$ cat config.mk
export PLATFORM = sky130hd
export DESIGN_NAME = adc_seg7_scanner
export DESIGN_NICKNAME = d
export VERILOG_FILES = /design/src/rtl/adc_seg7_scanner.sv
export SDC_FILE = /design/constraint.sdc
export NUM_CORES = 1
export LEC_CHECK = 0
export CAP_MARGIN = 20
export CORE_ASPECT_RATIO = 0.5
export CORE_MARGIN = 5
export CORE_UTILIZATION = 55
export DETAILED_ROUTE_END_ITERATION = 10
export PLACE_DENSITY = 0.79
export SLEW_MARGIN = 25
export SYNTH_ARGS = -nofsm -noshare
export SYNTH_HDL_FRONTEND = slang
export SYNTH_SLANG_ARGS = --single-unit
export TNS_END_PERCENT = 10
$ cat constraint.sdc
create_clock -name clk -period 2.44 [get_ports clk]
set_clock_uncertainty 0.05 [all_clocks]
set_input_delay 0.366 -clock clk [delete_from_list [all_inputs] [get_ports clk]]
set_output_delay 0.366 -clock clk [all_outputs]
set_load 0.01 [all_outputs]
$ cat src/rtl/adc_seg7_scanner.sv
// Four-digit multiplexed common-anode seven-segment scanner with frame-synchronous double buffering.
// Define SEG7_LEADING_ZERO_BLANK_EN to blank leading-zero digits.
module adc_seg7_scanner #(
  parameter int REFRESH_DIV = 100000,
  parameter int DIGITS      = 4
) (
  input  logic                clk,
  input  logic                reset,
  input  logic [4*DIGITS-1:0] data_in,
  input  logic                data_valid,
  input  logic [DIGITS-1:0]   dp_sel,
  input  logic                display_en,
  output logic [DIGITS-1:0]   anode,
  output logic [6:0]          cathode,
  output logic                dp,
  output logic                frame_done
);

  localparam int CW = $clog2(REFRESH_DIV);
  localparam int IW = $clog2(DIGITS);
  localparam logic [CW-1:0] DIV_LAST = CW'(REFRESH_DIV - 1);
  localparam logic [IW-1:0] IDX_LAST = IW'(DIGITS - 1);

  logic [CW-1:0]       r_div_cnt;
  logic [IW-1:0]       r_digit_idx;
  logic [4*DIGITS-1:0] r_pending;
  logic [4*DIGITS-1:0] r_disp;
  logic                r_pending_flag;
  logic [DIGITS-1:0]   r_anode;
  logic [6:0]          r_cathode;
  logic                r_dp;
  logic                r_frame_done;

  logic                w_tick;
  logic                w_frame_wrap;
  logic [3:0]          w_nib [DIGITS];
  logic [DIGITS-1:0]   w_blank;
  logic [3:0]          w_cur_nib;
  logic [6:0]          w_seg;

  assign w_tick       = (r_div_cnt == DIV_LAST);
  assign w_frame_wrap = w_tick && (r_digit_idx == IDX_LAST);

  genvar gi;
  generate
    for (gi = 0; gi < DIGITS; gi++) begin : g_nib
      assign w_nib[gi] = r_disp[4*gi +: 4];
    end
  endgenerate

`ifdef SEG7_LEADING_ZERO_BLANK_EN
  // Blanking runs from the top digit down until a nonzero nibble or a lit decimal point.
  logic w_run;
  always_comb begin
    w_blank = '0;
    w_run   = 1'b1;
    for (int k = DIGITS - 1; k >= 1; k--) begin
      w_run      = w_run && (w_nib[k] == 4'h0) && !dp_sel[k];
      w_blank[k] = w_run;
    end
  end
`else
  assign w_blank = '0;
`endif

  assign w_cur_nib = w_nib[r_digit_idx];

  always_comb begin
    w_seg = 7'h7F;
    case (w_cur_nib)
      4'h0: w_seg = 7'h40;
      4'h1: w_seg = 7'h79;
      4'h2: w_seg = 7'h24;
      4'h3: w_seg = 7'h30;
      4'h4: w_seg = 7'h19;
      4'h5: w_seg = 7'h12;
      4'h6: w_seg = 7'h02;
      4'h7: w_seg = 7'h78;
      4'h8: w_seg = 7'h00;
      4'h9: w_seg = 7'h10;
      4'hA: w_seg = 7'h08;
      4'hB: w_seg = 7'h03;
      4'hC: w_seg = 7'h46;
      4'hD: w_seg = 7'h21;
      4'hE: w_seg = 7'h06;
      4'hF: w_seg = 7'h0E;
      default: w_seg = 7'h7F;
    endcase
  end

  always_ff @(posedge clk) begin
    if (!reset) begin
      r_div_cnt   <= '0;
      r_digit_idx <= '0;
    end else begin
      r_div_cnt <= w_tick ? '0 : r_div_cnt + 1'b1;
      if (w_tick) r_digit_idx <= r_digit_idx + 1'b1;
    end
  end

  // A strobe landing on the wrap edge goes straight to the display, superseding any pending word.
  always_ff @(posedge clk) begin
    if (!reset) begin
      r_pending      <= '0;
      r_disp         <= '0;
      r_pending_flag <= 1'b0;
      r_frame_done   <= 1'b0;
    end else begin
      r_frame_done <= w_frame_wrap;
      if (w_frame_wrap && data_valid) begin
        r_disp         <= data_in;
        r_pending      <= data_in;
        r_pending_flag <= 1'b0;
      end else if (w_frame_wrap && r_pending_flag) begin
        r_disp         <= r_pending;
        r_pending_flag <= 1'b0;
      end else if (data_valid) begin
        r_pending      <= data_in;
        r_pending_flag <= 1'b1;
      end
    end
  end

  always_ff @(posedge clk) begin
    if (!reset) begin
      r_anode   <= '1;
      r_cathode <= 7'h7F;
      r_dp      <= 1'b1;
    end else if (display_en && !w_blank[r_digit_idx]) begin
      r_anode   <= ~(DIGITS'(1) << r_digit_idx);
      r_cathode <= w_seg;
      r_dp      <= ~dp_sel[r_digit_idx];
    end else begin
      r_anode   <= '1;
      r_cathode <= 7'h7F;
      r_dp      <= 1'b1;
    end
  end

  assign anode      = r_anode;
  assign cathode    = r_cathode;
  assign dp         = r_dp;
  assign frame_done = r_frame_done;

endmodule

# Word level (Yosys, flattened, before mapping)

Memory sizes are Yosys's and may differ from the RTL's. A register that Yosys moved wholly into a read port is not among the register bits.
Cells that the tools add are included.

Shift-type cells: 1
Reductions and logical operators: 12
Eq/ne operators: 3
Bitwise operators: 4
Order comparisons: 2
Muxes and demuxes: 12
$add $sub $neg: 2

Operators with widths:

| operator                                                             | count |
|---|---|
| 16-bit 2-to-1 mux                                                    | 5 |
| 17-bit by 1-bit adder with 17-bit output, second input constant      | 1 |
| 17-bit equality test, second input constant                          | 1 |
| 4-bit binary-select mux with 2-bit select                            | 1 |
| 4-bit 2-to-1 mux                                                     | 2 |
| 1-bit binary-select mux with 2-bit select                            | 2 |
| 1-bit logical AND                                                    | 4 |
| 4-bit inverter                                                       | 1 |
| 2-bit AND reduction                                                  | 2 |
| 2-bit nonzero test                                                   | 2 |
| 1-bit by 2-bit left shift with 4-bit output, first input constant    | 1 |
| 3-bit greater-or-equal comparator, second input constant             | 1 |
| 2-bit by 3-bit < comparator with 1-bit output, second input constant | 1 |
| 2-bit inverter with 3-bit output                                     | 1 |
| 3-bit OR reduction                                                   | 1 |
| 2-bit by 1-bit adder with 2-bit output, second input constant        | 1 |
| 2-bit equality test, second input constant                           | 1 |
| 1-bit logical NOT                                                    | 2 |
| 1-bit 2-to-1 mux                                                     | 2 |
| 2-bit inequality test, second input constant                         | 1 |
| 1-bit inverter                                                       | 2 |
| 2-bit OR reduction                                                   | 1 |

Bits in registers: 58
Memories kept: 1
Output and inout bits: 13
Memory bits (read-only): 112
Logic and storage cells: 45

Memories:

| memory          | depth | width | read ports | clocked after memory_dff | write ports | line | RTL |
|---|---|---|---|---|---|---|---|
| (no name shown) | 16    | 7     | 1          | 1                        | 0           | 70   | `case (w_cur_nib)` |

# Logic depth before layout (Yosys ltp)

Gate-level depths: netlist of the first run.

Depth in word-level cells: 6
Gate-level depth with buffers: 7
Depth with buffers taken out: 6

# Least setup slack after synthesis of the first run

OpenSTA, ideal clock, no wires.

Path type: reg-to-reg
Start point: register r_digit_idx[0]
End point: register r_cathode[0], in the netlist cathode[0]
Clock period less this slack: 2.049 ns
Required time: 2.262 ns
Cell stages (with the launch flop): 7
Arrival time: 1.871 ns
Path slack: 0.391 ns
Path buffers: 1
Cell sequence: dfxtp_1 buf_2 mux4_2 ha_1 or3b_1 o221ai_1 nand2_1

Cells in the longest elaborated chain, start to end: 6
Elaborated cells on any way between the ends: 10
Those cells by class: mux (5); bitwise (1); reduce/logical (4)

Ends and longest elaborated chain:

| item                                      | line | RTL |
|---|---|---|
| start, declared                           | 25   | `logic [IW-1:0] r_digit_idx;` |
| start signal, assigned                    | 97   | `if (w_tick) r_digit_idx <= r_digit_idx + 1'b1;` |
| 1-bit binary-select mux with 2-bit select | 129  | `end else if (display_en && !w_blank[r_digit_idx]) begin` |
| 1-bit 2-to-1 mux (not written as such)    | 129  |  |
| 1-bit logical NOT                         | 129  |  |
| 1-bit logical AND                         | 129  |  |
| 2-bit AND reduction (no source line)      | n/a  |  |
| 1-bit logical NOT (no source line)        | n/a  |  |
| end, declared                             | 30   | `logic [6:0] r_cathode;` |

Several ways; a longest one is shown, not always the timed one. The select of a mux whose other input is x is not followed.
A chain may end at the register's enable or synchronous reset.

# Worst setup path in the final report of the first run

Ends and elaborated chain as after synthesis.

==> results of run 1 <==
==> flip-flops by register name, indices dropped and copies added (netlist names), 2 cells and up <==
register,count
r_disp,16
r_digit_idx,2
r_pending,16
r_div_cnt,17
anode,4
cathode,7
==> final cells by class <==
| class | instances | area share |
|---|---|---|
| Multi-Input combinational cell | 220 | 0.424 |
| Clock buffer | 15 | 0.0542 |
| Inverter | 10 | 0.0104 |
| Sequential cell | 65 | 0.359 |
| Timing Repair Buffer | 46 | 0.120 |
| Tap cell | 70 | 0.0242 |
| Clock inverter | 1 | 0.00828 |
==> power by group <==
part	switching (W)	total [W]	internal, W
Sequential	0.0000156	0.00110	0.00109
Clock	0.000395	0.00101	0.000612
Combinational	0.0000758	0.000165	0.0000891
==> path summary, 6_finish.rpt <==
| path | slack (ns) | depth (start not counted) | endpoint |
|---|---|---|---|
| min reg2reg | 0.42 | 2 | r_disp[14] |
| min | 0.42 | 2 | r_disp[14] |
| max reg2reg | 0.41 | 5 | cathode[0] |
| max | 0.41 | 5 | cathode[0] |
==> tightest hold or removal path: stages, from the launching register on <==
cell and delay, ns:
dfxtp_1 0.31, nand2_1 0.06, o21ai_0 0.06
==> metal layers <==
metal | global-route usage | up-vias | routed length (um)
li1 | - | 1206 | -
met1 | 0.233 | 1146 | 2850
met2 | 0.346 | 61 | 3210
met3 | 0.0658 | 11 | 417
met4 | 0.0805 | 0 | 79
met5 | 0 | - | 0
==> layout by cell type, fill, tap and decap left out, types with 9 or more instances in the layout <==
cell,count
mux2i_1,18
a21oi_1,12
clkdlybuf4s50_1,36
inv_1,10
o21ai_0,19
clkbuf_8,14
dfxtp_1,65
a31oi_1,13
nand4_1,9
ha_1,11
nand2_1,19
nor2_1,34
buf_4,10
o21a_1,10
==> cell families (layout without fill, tap and decap cells) <==
logic type,count (synthesis),in the layout,synth area share
simple gates,105,105,0.196
compound gates,68,68,0.139
flops,65,65,0.440
buf+inv,29,72,0.0414
mux,24,24,0.103
xor+xnor,12,12,0.0355
fa+ha+maj,11,11,0.0465
==> per-stage QoR <==
stage | area [um^2] | utilization | setup WS, ns
floorplan | 2960 | - | 0.391
global placement | 3400 | 0.671 | 0.429
detailed placement | 3400 | 0.671 | 0.376
CTS | 3620 | 0.715 | 0.409
global route | 3620 | 0.715 | 0.187
finish | 3620 | 0.715 | 0.407
==> flow_summary.ini, run 1 <==
[clock_tree]
clock_latency_ns = 0.34
clk_pin_slew_ns = 0.07
ctsResizeCount = 0
cts_buffers = 9
clock_sinks = 65
cts_tree = done
cts_setup_buffers = 0
hold_buffers = 0
clock_tree.root_cell = clkbuf_8
clock_path_buffers = 2
cts_max_level = 3

[cells_and_area]
syn_to_final_growth_pct = 22.4
fin_cells = 427
multi_input_area_um2 = 1540
layout-drive-gt1-share = 0.118
fill_cells = 384
fin_nets = 387
seq_area_um2 = 1300
n_antenna_cell = 0

[logic_synthesis]
yosysTopAreaCell = dfxtp_1
synth_cells = 314
synth_nets = 349
synth.most_common_cell = dfxtp_1
synth_flop_cell = dfxtp_1
synthArstFlopShare = 0
synth_top_area_frac = 0.440
synth_area_um2 = 2960
synth_warnings = 0
seq_area_frac_synth = 0.440
synth_cell_type_count = 46
synth_edf_count = 0
synthTopCellsByCount = dfxtp_1 (65), nor2_1 (34), nand2_1 (19), o21ai_0 (19), mux2i_1 (18)
synth.avg_cell_area_um2 = 9.43
synth_seq_cells = 65
ys_top_cells_by_area = dfxtp_1 (44%), mux2i_1 (6.1%), ha_1 (4.6%)

[worst_setup_path]
slowest_delay_ns = 0.60
cp_data_arrival_time_ns = 2.20
path_class = flip-flop to flip-flop
cp_num_buf_inv = 0
crit_fanout = 6
critPathSlowestCell = mux4_2
cp.required_ns = 2.61
crit_path_end_kind = flip-flop
reg2reg_from = r_digit_idx[0]
start_kind = flip-flop
startpoint = r_digit_idx[0]
path_cells = mux4_2 -> ha_1 -> or3b_1 -> o221ai_1 -> nand2_1
crit_family = multiplexers

[power_and_ir_drop]
power_w = 0.00228
ir_drop_mv = 0.307
leakagePower_nw = 1.34
p_per_area_nw_per_um2 = 628

[detailed_routing]
viasPerCell = 5.68
drc = 0
wl_per_cell_um = 15.4
vias = 2424
first_pass_iters = 6
ant_nets = 0
routed_wl_um = 6560
drt_iter0_drc = 173

[place]
io_buffers = 36
gp_congestion = 0.847
dp_cells = 411
hpwl_um = 4620

[sta]
rsz0062_at_grt = no
slew_headroom = 0.711
setup_viol = 0
finalHoldViolations = 0
max_freq_mhz = 492
tightest_slew_ns = 0.422
min_period_ns = 2.03
drv_slew = 0
finalSetupTns_ns = 0
timing.hold.ws_ns = 0.422
fin_crit_sh = 0.833

[global_route]
grt_pass1_wl_um = 10700
grt_use_total = 0.198
grt_max_degree = 23
grt_antenna_before_repair = 0
overflow = 0
grt_pass1_vias = 2236

[floorplanning]
rows = 18
fp.coreArea_um2 = 5070
start_util = 0.584
ioPinCount = 37
die_y_um = 61.9
dieArea_um2 = 7040
die_w_um = 114

[worst_hold_path]
min_path_type = flip-flop to flip-flop
min_from = r_disp[14]

[run_status]
status = completed

[run]
maxCapViolCount = 0
(Power assumes the default switching activity.)
==> inputs of run 2 (changes only) <==
==> constraint.sdc (replaced) <==
create_clock -name clk -period 1.9 [get_ports clk]
set_clock_uncertainty 0.05 [all_clocks]
set_input_delay 0.285 -clock clk [delete_from_list [all_inputs] [get_ports clk]]
set_output_delay 0.285 -clock clk [all_outputs]
set_load 0.01 [all_outputs]
==> run 2 against run 1 <==
  * Worst hold slack worse by 0.037 ns
  * Via count up 5.7%
  * Non-clock buffer count up 20
  * Die area is the same
  * Wire length grew 3.2%
  * Critical path depth did not move
  * Power increased by 31%
  * Fmax is 10% higher
  * Critical endpoint is now cathode[3]
  * Clock power increased by 32%
  * Highest routed layer unchanged
  * Sequential share of layout area shrank 1.8 points
  * Register-to-register slack got worse by 0.35 ns
  * Sequential power rose by 29%
==> flow_summary.ini, run 2 (synthesized netlist as in run 1, its figures left out) <==
[run_status]
status = completed

[sta]
drv_slew = 0
setup_viol = 0
finalHoldViolations = 0
max_freq_mhz = 542
tightest_slew_ns = 0.354
fin_crit_sh = 0.971
min_period_ns = 1.85
timing.final.ws_setup_ns = 0.0544
slew_headroom = 0.764
finalSetupTns_ns = 0
rsz0062_at_grt = yes

[cells_and_area]
final_cell_mix = dfxtp_1 (63), clkdlybuf4s50_1 (36), nor2_1 (34)
largest_reg_flops = 17
largest-register = r_div_cnt
fill_cells = 352
n_antenna_cell = 0
seq_area_um2 = 1310
layout_commonest_cell = dfxtp_1
layout-drive-gt1-share = 0.188
fin_nets = 408
design_area_um2 = 3830
syn_to_final_growth_pct = 29.3
multi_input_area_um2 = 1570
top_regs = r_div_cnt: 17 flops, r_disp: 16 flops, r_pending: 16 flops

[worst_setup_path]
path_class = flip-flop to flip-flop
cp_data_arrival_time_ns = 2.01
regToRegSetupSlack_ns = 0.05
reg2reg_from = r_digit_idx[0]
critPathSlowestCell = mux4_2
crit_family = multiplexers
reg2reg_to = cathode[3]
cp_num_buf_inv = 0
crit_fanout = 5
path_cells = mux4_2 -> ha_2 -> nor2b_1 -> a2111oi_1 -> a31oi_1
crit_path_end_kind = flip-flop
rr_worst_depth = 5
cp.required_ns = 2.06
start_kind = flip-flop
slowest_delay_ns = 0.58

[global_route]
grt_pass1_vias = 2408
grt_antenna_before_repair = 0
overflow = 0
met1_usage = 0.237
grt_use_total = 0.210
grt_max_degree = 18
gr-max-usage-layer = met2
met2_usage = 0.384
grt_pass1_wl_um = 11300
met3_usage = 0.0706

[place]
io_buffers = 36
pre_cts_slack_ns = -0.0127
dpl-instance-area_um2 = 3550
gp_congestion = 0.885
hpwl_um = 4840

[detailed_routing]
vias = 2563
drc = 0
first_pass_iters = 5
drt_iter0_drc = 161
wl_per_cell_um = 15.1
viasPerCell = 5.72
ant_nets = 0
routed_wl_um = 6770

[floorplanning]
dieArea_um2 = 7040
die_w_um = 114
ioPinCount = 37
start_util = 0.584
die_y_um = 61.9
rows = 18
fp.coreArea_um2 = 5070

[power_and_ir_drop]
p_per_area_nw_per_um2 = 777
ir_drop_mv = 0.502
power_w = 0.00298
leakagePower_nw = 1.45

[clock_tree]
cts_tree = done
clk_pin_slew_ns = 0.07
clock_tree.root_cell = clkbuf_8
cts_buffers = 9
cts_max_level = 3
clock_latency_ns = 0.34
clock_sinks = 65
clock_path_buffers = 2

[worst_hold_path]
whs_path_depth = 1
min_path_type = flip-flop to flip-flop
min_from = r_div_cnt[0]
min_to = r_div_cnt[0]

[run]
maxCapViolCount = 0
run 2: cell count changes in the layout (fill, tap and decap cells not counted), moves of 2 or more:
cell | previous run | this run
ha_2 | 0 | 2
dfxtp_1 | 65 | 63
buf_6 | 0 | 3
buf_4 | 10 | 27
clkbuf_8 | 14 | 11
clkinv_2 | 0 | 2
ha_1 | 11 | 8
run 2: cell type report:
cell class              count  share of cell area
multi-input cells         221               0.410
well taps                  70              0.0229
repair buffers             66               0.156
clock buffers              11              0.0395
clock inverters             5              0.0203
flip-flops and latches     65               0.341
inverters                  10             0.00980
run 2: per-stage QoR:
step,hold WS (ns),utilization,cells
global placement,0.393,0.700,429
global route,0.404,0.756,448
CTS,0.414,0.746,445
floorplan,0.380,-,314
detailed placement,0.398,0.700,429
finish,0.384,0.756,448
run 2: how the worst max path moves through the flow:
stage | startpoint | to | slack, ns | depth (start not counted)
6_report | r_digit_idx[0] | cathode[3] | 0.05 | 5
5_1_grt | r_digit_idx[0] | cathode[0] | -0.03 | 5
4_1_cts | r_digit_idx[0] | cathode[3] | 0.02 | 5
3_5_place_dp | data_valid | r_disp[6] | -0.01 | 5
3_3_place_gp | data_valid | r_disp[6] | 0.008 | 5
2_1_floorplan | r_div_cnt[13] | r_digit_idx[1] | -0.001 | 5
run 2: per-layer routing:
metal,up-vias,wire (um)
li1,1251,-
met1,1231,2850
met2,72,3410
met3,9,426
met4,0,89
met5,-,0
run 2: power by group:
| part | switching (W) | internal, W |
|---|---|---|
| clock network | 0.000529 | 0.000805 |
| logic | 0.000102 | 0.000122 |
| registers | 0.0000198 | 0.00140 |
run 2: repair_timing:
item,CTS,global route
hold endpoints to repair,0,0
endpoints found under the setup margin,0,18
setup buffers,0,2
resized for setup,0,9
hold buffers,0,0
==> inputs of run 3 (changes only) <==
--- a/config.mk
+++ b/config.mk
@@ -5,12 +5,14 @@
 export SDC_FILE = /design/constraint.sdc
 export NUM_CORES = 1
 export LEC_CHECK = 0
-export CAP_MARGIN = 20
+export CAP_MARGIN = 25
+export CELL_PAD_IN_SITES_DETAIL_PLACEMENT = 1
+export CELL_PAD_IN_SITES_GLOBAL_PLACEMENT = 1
 export CORE_ASPECT_RATIO = 0.5
 export CORE_MARGIN = 5
-export CORE_UTILIZATION = 55
+export CORE_UTILIZATION = 42
 export DETAILED_ROUTE_END_ITERATION = 10
-export PLACE_DENSITY = 0.79
+export PLACE_DENSITY = 0.78
 export SLEW_MARGIN = 25
 export SYNTH_ARGS = -nofsm -noshare
 export SYNTH_HDL_FRONTEND = slang
==> run 3 against run 2 <==
  * Setup slack worse by 0.026 ns
  * First-iteration DRC count is 45% lower
  * Cell count is 5.1% higher
  * Fmax is 1.4% lower
  * Largest power group is now the clock network
  * Clock-buffer cell count stayed put
  * Global-route usage is 2.6 points lower
  * Largest cell class unchanged
  * Highest routed layer unchanged
  * Power is 11% higher
  * Via count is 0.16% higher
==> flow_summary.ini, run 3 (synthesized netlist as in run 1, its figures left out) <==
[run_status]
status = completed

[global_route]
grt_pass1_wl_um = 12800
grt_pass1_vias = 2689
grt_max_degree = 30
grt_antenna_before_repair = 0
grt_use_total = 0.183
overflow = 0

[power_and_ir_drop]
leakagePower_nw = 1.48
switching_share = 0.223
ir_drop_mv = 0.483
pwr-share-clk = 0.499
p_sw_w = 0.000738
p_per_area_nw_per_um2 = 834
p_seq_frac = 0.429
intPower_w = 0.00257
p_comb_frac = 0.072

[cells_and_area]
n_antenna_cell = 0
layout_commonest_cell = dfxtp_1
layout-drive-gt1-share = 0.182
fin_nets = 409
design_area_um2 = 3970
syn_to_final_growth_pct = 34.0
final_cell_mix = dfxtp_1 (64), clkdlybuf4s50_1 (36), nor2_1 (34)
largest_reg_flops = 17
top_regs = r_div_cnt: 17 flops, r_disp: 16 flops, r_pending: 16 flops
fill_cells = 756
largest-register = r_div_cnt

[detailed_routing]
wl_per_cell_um = 17.6
drc = 0
routed_wl_um = 8300
viasPerCell = 5.45
drt_iter0_drc = 88
first_pass_iters = 4
vias = 2567
ant_nets = 0

[clock_tree]
clock_latency_ns = 0.34
clock_tree.root_cell = clkbuf_16
cts_tree = done
clk_pin_slew_ns = 0.06
clock_sinks = 65
clock_path_buffers = 2
hold_buffers = 0
cts_buffers = 9
cts_max_level = 3

[worst_setup_path]
slowest_delay_ns = 0.58
crit_path_end_kind = flip-flop
critPathSlowestCell = mux4_2
start_kind = flip-flop
crit_family = multiplexers
path_class = flip-flop to flip-flop
path_cells = mux4_2 -> ha_4 -> or3b_1 -> o221ai_1 -> nand2_1
reg2reg_from = r_digit_idx[0]
cp_num_buf_inv = 0
regToRegSetupSlack_ns = 0.03
crit_fanout = 6
cp.required_ns = 2.06
reg2reg_to = cathode[0]
rr_worst_depth = 5
cp_data_arrival_time_ns = 2.03

[worst_hold_path]
min_from = r_disp[8]
min_path_type = flip-flop to flip-flop
min_to = r_disp[8]
whs_path_depth = 1

[floorplanning]
dieArea_um2 = 8930
ioPinCount = 37
die_y_um = 69.4
start_util = 0.438
fp.coreArea_um2 = 6750
rows = 21
die_w_um = 129

[sta]
rsz0062_at_grt = yes
min_period_ns = 1.87
slew_headroom = 0.763
timing.final.ws_setup_ns = 0.0283
drv_slew = 0
fin_crit_sh = 0.985
max_freq_mhz = 534
tightest_slew_ns = 0.352
finalHoldViolations = 0
setup_viol = 0

[place]
hpwl_um = 5680
io_buffers = 36
pre_cts_slack_ns = -0.0485
gp_congestion = 0.823
dpl-instance-area_um2 = 3600

[run]
maxCapViolCount = 0
run 3: changes by cell type in the layout (fill, tap and decap cells not counted), sizes merged:
cell	previous run	this run
clkinvlp	1	2
buf	30	31
bufinv	2	1
run 3: power by group through the flow:
stage	clock network, W	registers, W	logic, W
after floorplan	0	0.00145	0.000107
after global placement	0	0.00145	0.000219
after detailed placement	0	0.00145	0.000228
after CTS	0.00169	0.00142	0.000233
after global routing	0.00175	0.00142	0.000257
final	0.00165	0.00142	0.000238
run 3: final cells by class:
type                            count  area (um^2)  area share
Clock buffer                       11          243      0.0612
Clock inverter                      5         55.1      0.0139
Inverter                           10         37.5     0.00946
Multi-Input combinational cell    221         1590       0.400
Sequential cell                    65         1310       0.329
Tap cell                           92          115      0.0290
Timing Repair Buffer               67          624       0.157
run 3: metal layers:
layer	up-vias	GRT usage	part of all wire
met5	-	0	0
met4	0	0.0640	0.016
met3	12	0.0638	0.034
met2	34	0.319	0.52
met1	1273	0.208	0.43
li1	1248	-	-
run 3: through the flow:
stage	std cells	total power [W]	setup TNS (ns)	utilization	hold slack, ns
final	471	0.00331	0	0.588	0.417
after global routing	471	0.00344	-0.258	0.588	0.431
after CTS	468	0.00334	-0.0241	0.577	0.416
after detailed placement	452	0.00168	-0.0900	0.533	0.403
after global placement	452	0.00166	0	0.533	0.396
after floorplan	314	0.00155	-0.00105	-	0.380
run 3: worst max path at each step:
stage | from | endpoint | slack, ns | cells after the start
6_report | r_digit_idx[0] | cathode[0] | 0.03 | 5
5_1_grt | r_div_cnt[13] | r_disp[3] | -0.04 | 6
3_3_place_gp | data_valid | r_disp[6] | 0.04 | 6
3_5_place_dp | data_valid | r_disp[6] | -0.05 | 6
4_1_cts | r_div_cnt[1] | r_disp[2] | -0.02 | 6
2_1_floorplan | r_div_cnt[13] | r_digit_idx[1] | -0.001 | 5
run 3: worst register-to-register path, stage by stage, from the launching register on:
cell and delay (ns):
dfxtp_4 0.36, mux4_2 0.58, ha_4 0.21, or3b_1 0.37, o221ai_1 0.08, nand2_1 0.08
run 3: what timing repair did:
item	CTS	global route
gates resized for setup	0	11
hold endpoints to repair	0	0
pin swaps	0	3
setup buffers	0	2
cloned	0	1
endpoints found under the setup margin	2	20
==> RTL change 1 (flow settings as in run 1) <==
Make the reset (`reset`) asynchronous in 3 clocked blocks.
--- a/src/rtl/adc_seg7_scanner.sv
+++ b/src/rtl/adc_seg7_scanner.sv
@@ -88,7 +88,7 @@
     endcase
   end
 
-  always_ff @(posedge clk) begin
+  always_ff @(posedge clk or negedge reset) begin
     if (!reset) begin
       r_div_cnt   <= '0;
       r_digit_idx <= '0;
@@ -99,7 +99,7 @@
   end
 
   // A strobe landing on the wrap edge goes straight to the display, superseding any pending word.
-  always_ff @(posedge clk) begin
+  always_ff @(posedge clk or negedge reset) begin
     if (!reset) begin
       r_pending      <= '0;
       r_disp         <= '0;
@@ -121,7 +121,7 @@
     end
   end
 
-  always_ff @(posedge clk) begin
+  always_ff @(posedge clk or negedge reset) begin
     if (!reset) begin
       r_anode   <= '1;
       r_cathode <= 7'h7F;
Formal check against the unedited RTL: differs if reset is asserted again (counterexample within 4 cycles, from zero or initial values and one cycle with reset low); with reset held inactive, the same outputs for 10 cycles.
==> RTL change 1 against run 1 <==
- clock power up 39%
- largest power group is now clock
- sequential cell count did not move
- highest routed layer unchanged
- wire length shrank 3.3%
- area after synthesis rose by 7.3%
- worst setup slack lost 0.20 ns
- design area grew 9.6%
- power rose by 19%
- critical path type unchanged
- critical endpoint is now r_disp[8]
==> RTL change 1: results (changes against run 1) <==
* GR met3 Demand/Resource: 0.0599 (-0.00585)
* Synth Instances: 250 (-20%)
- Compound-gate portion of the synthesized area: 0.0910 (-0.0476)
- The worst register-to-register path ends at r_disp[8].
* Cell depth of the worst flop-to-flop path: 6 (+1)
- Post-Synth Adder-Cell Area: 0.0433 (-0.00315)
* Top cells by count, synth: 53 x dfrtp_1, 19 x mux2_2, 15 x nor2_1, 14 x mux2i_1, 14 x nand2b_1
- Vias in the first global route: 2164 (-3.2%)
- Placed Cells incl. Taps: 356 (-13%)
- Met2 layer usage reported by global route: 0.313 (-0.0329)
* Fraction of final layout cells sized beyond drive strength 1: 0.247 (+0.129)
* Wire length of the first global-routing pass: 10.9 mm (+2.1%)
- The count of different cell masters after synthesis came to 41 (-11%).
* Least-Margin Pin Slew: 0.589 ns (+0.166 ns)
- The share of flip-flops with an asynchronous set or reset after synthesis came to 1.00 (+1.00).
* Met3 Wirelength: 282 microns (-32%)
* Pin count of the biggest net entering global routing: 28 (+22%)
* GR Util met1: 0.225 (-0.00791)
- The delay of the slowest cell on the worst path was 0.38 ns (-0.22 ns).
* Leakage power figure: 1.75 nW (+30%)
- Clock-pin slew on the worst setup and hold paths: 0.05 ns (-0.02 ns)
- The length of routed met2 wiring was 3.20 mm (-0.44%).
* Filler Cell Count: 383 (-0.26%)
* Hold WS: 0.437 ns (+0.0156 ns)
- The portion of netlist area occupied by mux cells is 0.147 (+0.0443).
* Hold-fix buffers, CTS: 1 (+1)
- DRC violation total after the first TritonRoute iteration: 163 (-5.8%)
- Count of non-filler cells in the finished layout: 373 (-13%)
* Reg2Reg Launch Point: r_div_cnt[0]
* Worst-path cell with the longest stage delay: dfrtp_1
- The sequential share of the synthesized area is 0.517 (+0.0774).
- The power in combinational cells is 0.000171 W (+4%).
* Status: completed
==> RTL change 1: changes by cell type in the layout (fill, tap and decap cells not counted), sizes merged, moves of 17 or more <==
cell,delta
dfrtp,+53
nor2,-19
mux2,+18
o21ai,-17
dfxtp,-65
==> RTL change 1: area by class of cell <==
type	count	area, sq um	area share
timing repair buffer	45	425	0.107
sequential	65	1640	0.413
tap	73	91.3	0.0230
clock buffer	12	256	0.0645
multi-input combinational	167	1460	0.367
inverter	7	26.3	0.00661
clock inverter	4	75.1	0.0189
==> RTL change 1: through the flow <==
step / instance area (sq um) / worst slack, ns / utilization / total power (W)
3_3_place_gp: 3630 / 0.399 / 0.656 / 0.00131
6_report: 3970 / 0.208 / 0.717 / 0.00270
3_5_place_dp: 3630 / 0.281 / 0.656 / 0.00132
2_1_floorplan: 3180 / 0.312 / - / 0.00123
4_1_cts: 3970 / 0.205 / 0.717 / 0.00273
5_1_grt: 3970 / 0.0738 / 0.717 / 0.00280
==> RTL change 2 (config.mk and constraints of run 1) <==
Without the edit above. `REFRESH_DIV`: 100000 -> 25000.
--- a/src/rtl/adc_seg7_scanner.sv
+++ b/src/rtl/adc_seg7_scanner.sv
@@ -1,7 +1,7 @@
 // Four-digit multiplexed common-anode seven-segment scanner with frame-synchronous double buffering.
 // Define SEG7_LEADING_ZERO_BLANK_EN to blank leading-zero digits.
 module adc_seg7_scanner #(
-  parameter int REFRESH_DIV = 100000,
+  parameter int REFRESH_DIV = 25000,
   parameter int DIGITS      = 4
 ) (
   input  logic                clk,
Formal check against the unedited RTL: no difference found for any inputs over 10 cycles, from zero or initial values and one cycle with reset low; that may be too few to reach the edited logic, so the function may still have changed.
==> RTL change 2 against run 1 <==
- design area fell by 3.1%
- sequential cell count fell by 2
- largest power group unchanged
- wire length fell by 15%
- die area fell by 0.19%
- via count fell by 9.2%
- worst setup slack got worse by 0.17 ns
- area after synthesis fell by 0.21%
- power fell by 7.1%
- highest routed layer unchanged
==> RTL change 2: results (changes against run 1) <==
- In this design, the largest share of critical-path delay is due to multiplexers.
- The antenna diode instance count came to 0 (unchanged).
* CTS root buffer: clkbuf_8
- Global router's overall resource usage: 0.178 (-0.0203)
* Global placer's final weighted congestion: 0.782 (-7.6%)
- The post-CTS resize count is 0 (unchanged).
- Pwr Density: 602 nW/um^2 (-4.1%)
- CTS H-Tree Depth: 3 (unchanged)
* Clock-pin slew on the worst setup and hold paths: 0.07 ns (about the same)
* Remaining DRCs: 0 (unchanged)
- By area the synthesized netlist is led by dfxtp_1 43%, mux2i_1 5.8%, ha_1 4.7%, nor2b_1 3.6%, a22o_1 3.0%.
* Pin count of the biggest net entering global routing: 38 (+65%)
* Vias in the first global route: 2096 (-6.3%)
- DRC violation total after the first TritonRoute iteration: 171 (-1.2%)
- The count of different cell masters after synthesis was 45 (-2.2%).
- Sum of routed wire length over all layers: 5.59 mm (-15%)
* CTS buffer count: 9 (unchanged)
- Estimated wirelength of the detail-placed design: 4.00 mm (-13%)
- Stage delay of the slowest cell on the critical path: 0.72 ns (+0.12 ns)
- The flow ran to the end, and the final reports show no timing, DRC or antenna violations.
* Fraction of registers with async set/reset: 0 (unchanged)
- The largest individual stage delay along the critical path comes from the cell mux4_1.
* Type of the worst min-delay path: flop to flop
* Final-stage net count: 358 (-7.5%)
- Filler Cell Count: 390 (+1.6%)
- Post-Synthesis Net Count: 326 (-6.6%)
- Count of input and output buffers: 36 (unchanged)
- The Yosys warning count was 0 (unchanged).
- Reg2Reg Setup Slack: 0.24 ns (-0.17 ns)
* Largest fanout of any net on the critical path: 8 (+2)
* Skew-Pair Late Insertion Delay: 0.34 ns (about the same)
- Sequential element share of the synthesized area: 0.427 (-0.0126)
- FF/Latch Area: 1260 sq um (-3.1%)
- The number of antenna violations at the first check in global routing came to 0 (unchanged).
- The maximum clock insertion buffer count came to 2 (unchanged).
- The switching share of total power is 0.216 (+0.00215).
- Via density per instance: 5.54 (-2.3%)
* Leakage power figure: 1.37 nW (+2.3%)
- Top cells by count, synth: 63 x dfxtp_1, 18 x nand2_1, 18 x nor2_1, 17 x mux2i_1, 17 x nor2b_1
- Placed Instance Area: 3310 sq um (-2.5%)
- The arrival time at the worst endpoint is 2.35 ns (+0.15 ns).
- The largest registers in the layout are r_disp: 16 flops, r_pending: 16 flops, r_div_cnt: 15 flops.
- Number of setup buffers added after CTS: 0 (unchanged)
- Initial DRT Pass Iterations: 5 (-1)
- IR Drop Worst-Case VDD: 0.349 mV (+14%)
- Max-slew headroom: 0.487 (-0.224)
- The fraction of final layout cells with drive strength greater than 1 is 0.0979 (-0.0198).
* Wire length of the first global-routing pass: 9.62 mm (-9.9%)
* Synth Instances: 291 (-7.3%)
-- RTL change 2: cell types whose count changed after synthesis, sizes merged, moves of 5 or more --
cell,before,now
a22o,0,10
or3b,7,0
nand3,7,13
a21boi,0,11
nor2,34,18
xnor2,5,10
o22ai,6,0
o211a,0,7
o31ai,3,10
a31oi,13,0
o21a,10,0
o21ai,20,2
nor2b,1,17
a21oi,12,2
-- RTL change 2: final cells by class --
class	count	area share
multi-input combinational	197	0.433
sequential	63	0.359
timing repair buffer	43	0.118
clock buffer	11	0.0431
tap	70	0.0249
clock inverter	4	0.0128
inverter	9	0.00962
-- RTL change 2: power by group through the flow --
stage	Combinational (W)	Sequential (W)	Clock, W
2_1_floorplan	0.0000797	0.00109	0
3_3_place_gp	0.000148	0.00109	0
3_5_place_dp	0.000151	0.00109	0
4_1_cts	0.000152	0.00107	0.000918
5_1_grt	0.000165	0.00107	0.000986
6_report	0.000150	0.00107	0.000896
-- RTL change 2: final timing paths --
path | startpoint | endpoint | depth (start not counted)
max | r_digit_idx[0] | cathode[6] | 5
min | r_disp[4] | r_disp[4] | 2
max reg2reg | r_digit_idx[0] | cathode[6] | 5
min reg2reg | r_disp[4] | r_disp[4] | 2
-- RTL change 2: kinds of logic after synthesis --
| logic type | synth area share |
|---|---|
| DFF | 0.427 |
| adders and majority gates | 0.0466 |
| and+or+nand+nor | 0.177 |
| muxes | 0.110 |
| xor gates and xnor gates | 0.0415 |
| buffers and inverters | 0.0589 |
| AOI/OAI and AO/OA | 0.140 |
-- RTL change 2: worst reg2reg max path, stage by stage (launching register included) --
cell	delay [ns]
dfxtp_1	0.54
mux4_1	0.72
ha_1	0.30
mux2_4	0.28
nand2_1	0.09
o211ai_2	0.09
-- RTL change 2: routing by layer --
layer	routed length (microns)	share of wire	global-route usage	vias up
met4	40	0.0072	0.0548	0
met2	2590	0.46	0.299	35
met5	0	0	0	-
met1	2650	0.47	0.216	1063
met3	307	0.055	0.0716	5
li1	-	-	-	1098
-- RTL change 2: metrics by stage --
stage / std cells / setup WS, ns / hold slack (ns)
after floorplan: 291 / 0.357 / 0.380
after global placement: 382 / 0.356 / 0.398
after detailed placement: 382 / 0.244 / 0.401
after CTS: 397 / 0.229 / 0.411
after global routing: 397 / 0.100 / 0.435
final: 397 / 0.239 / 0.412
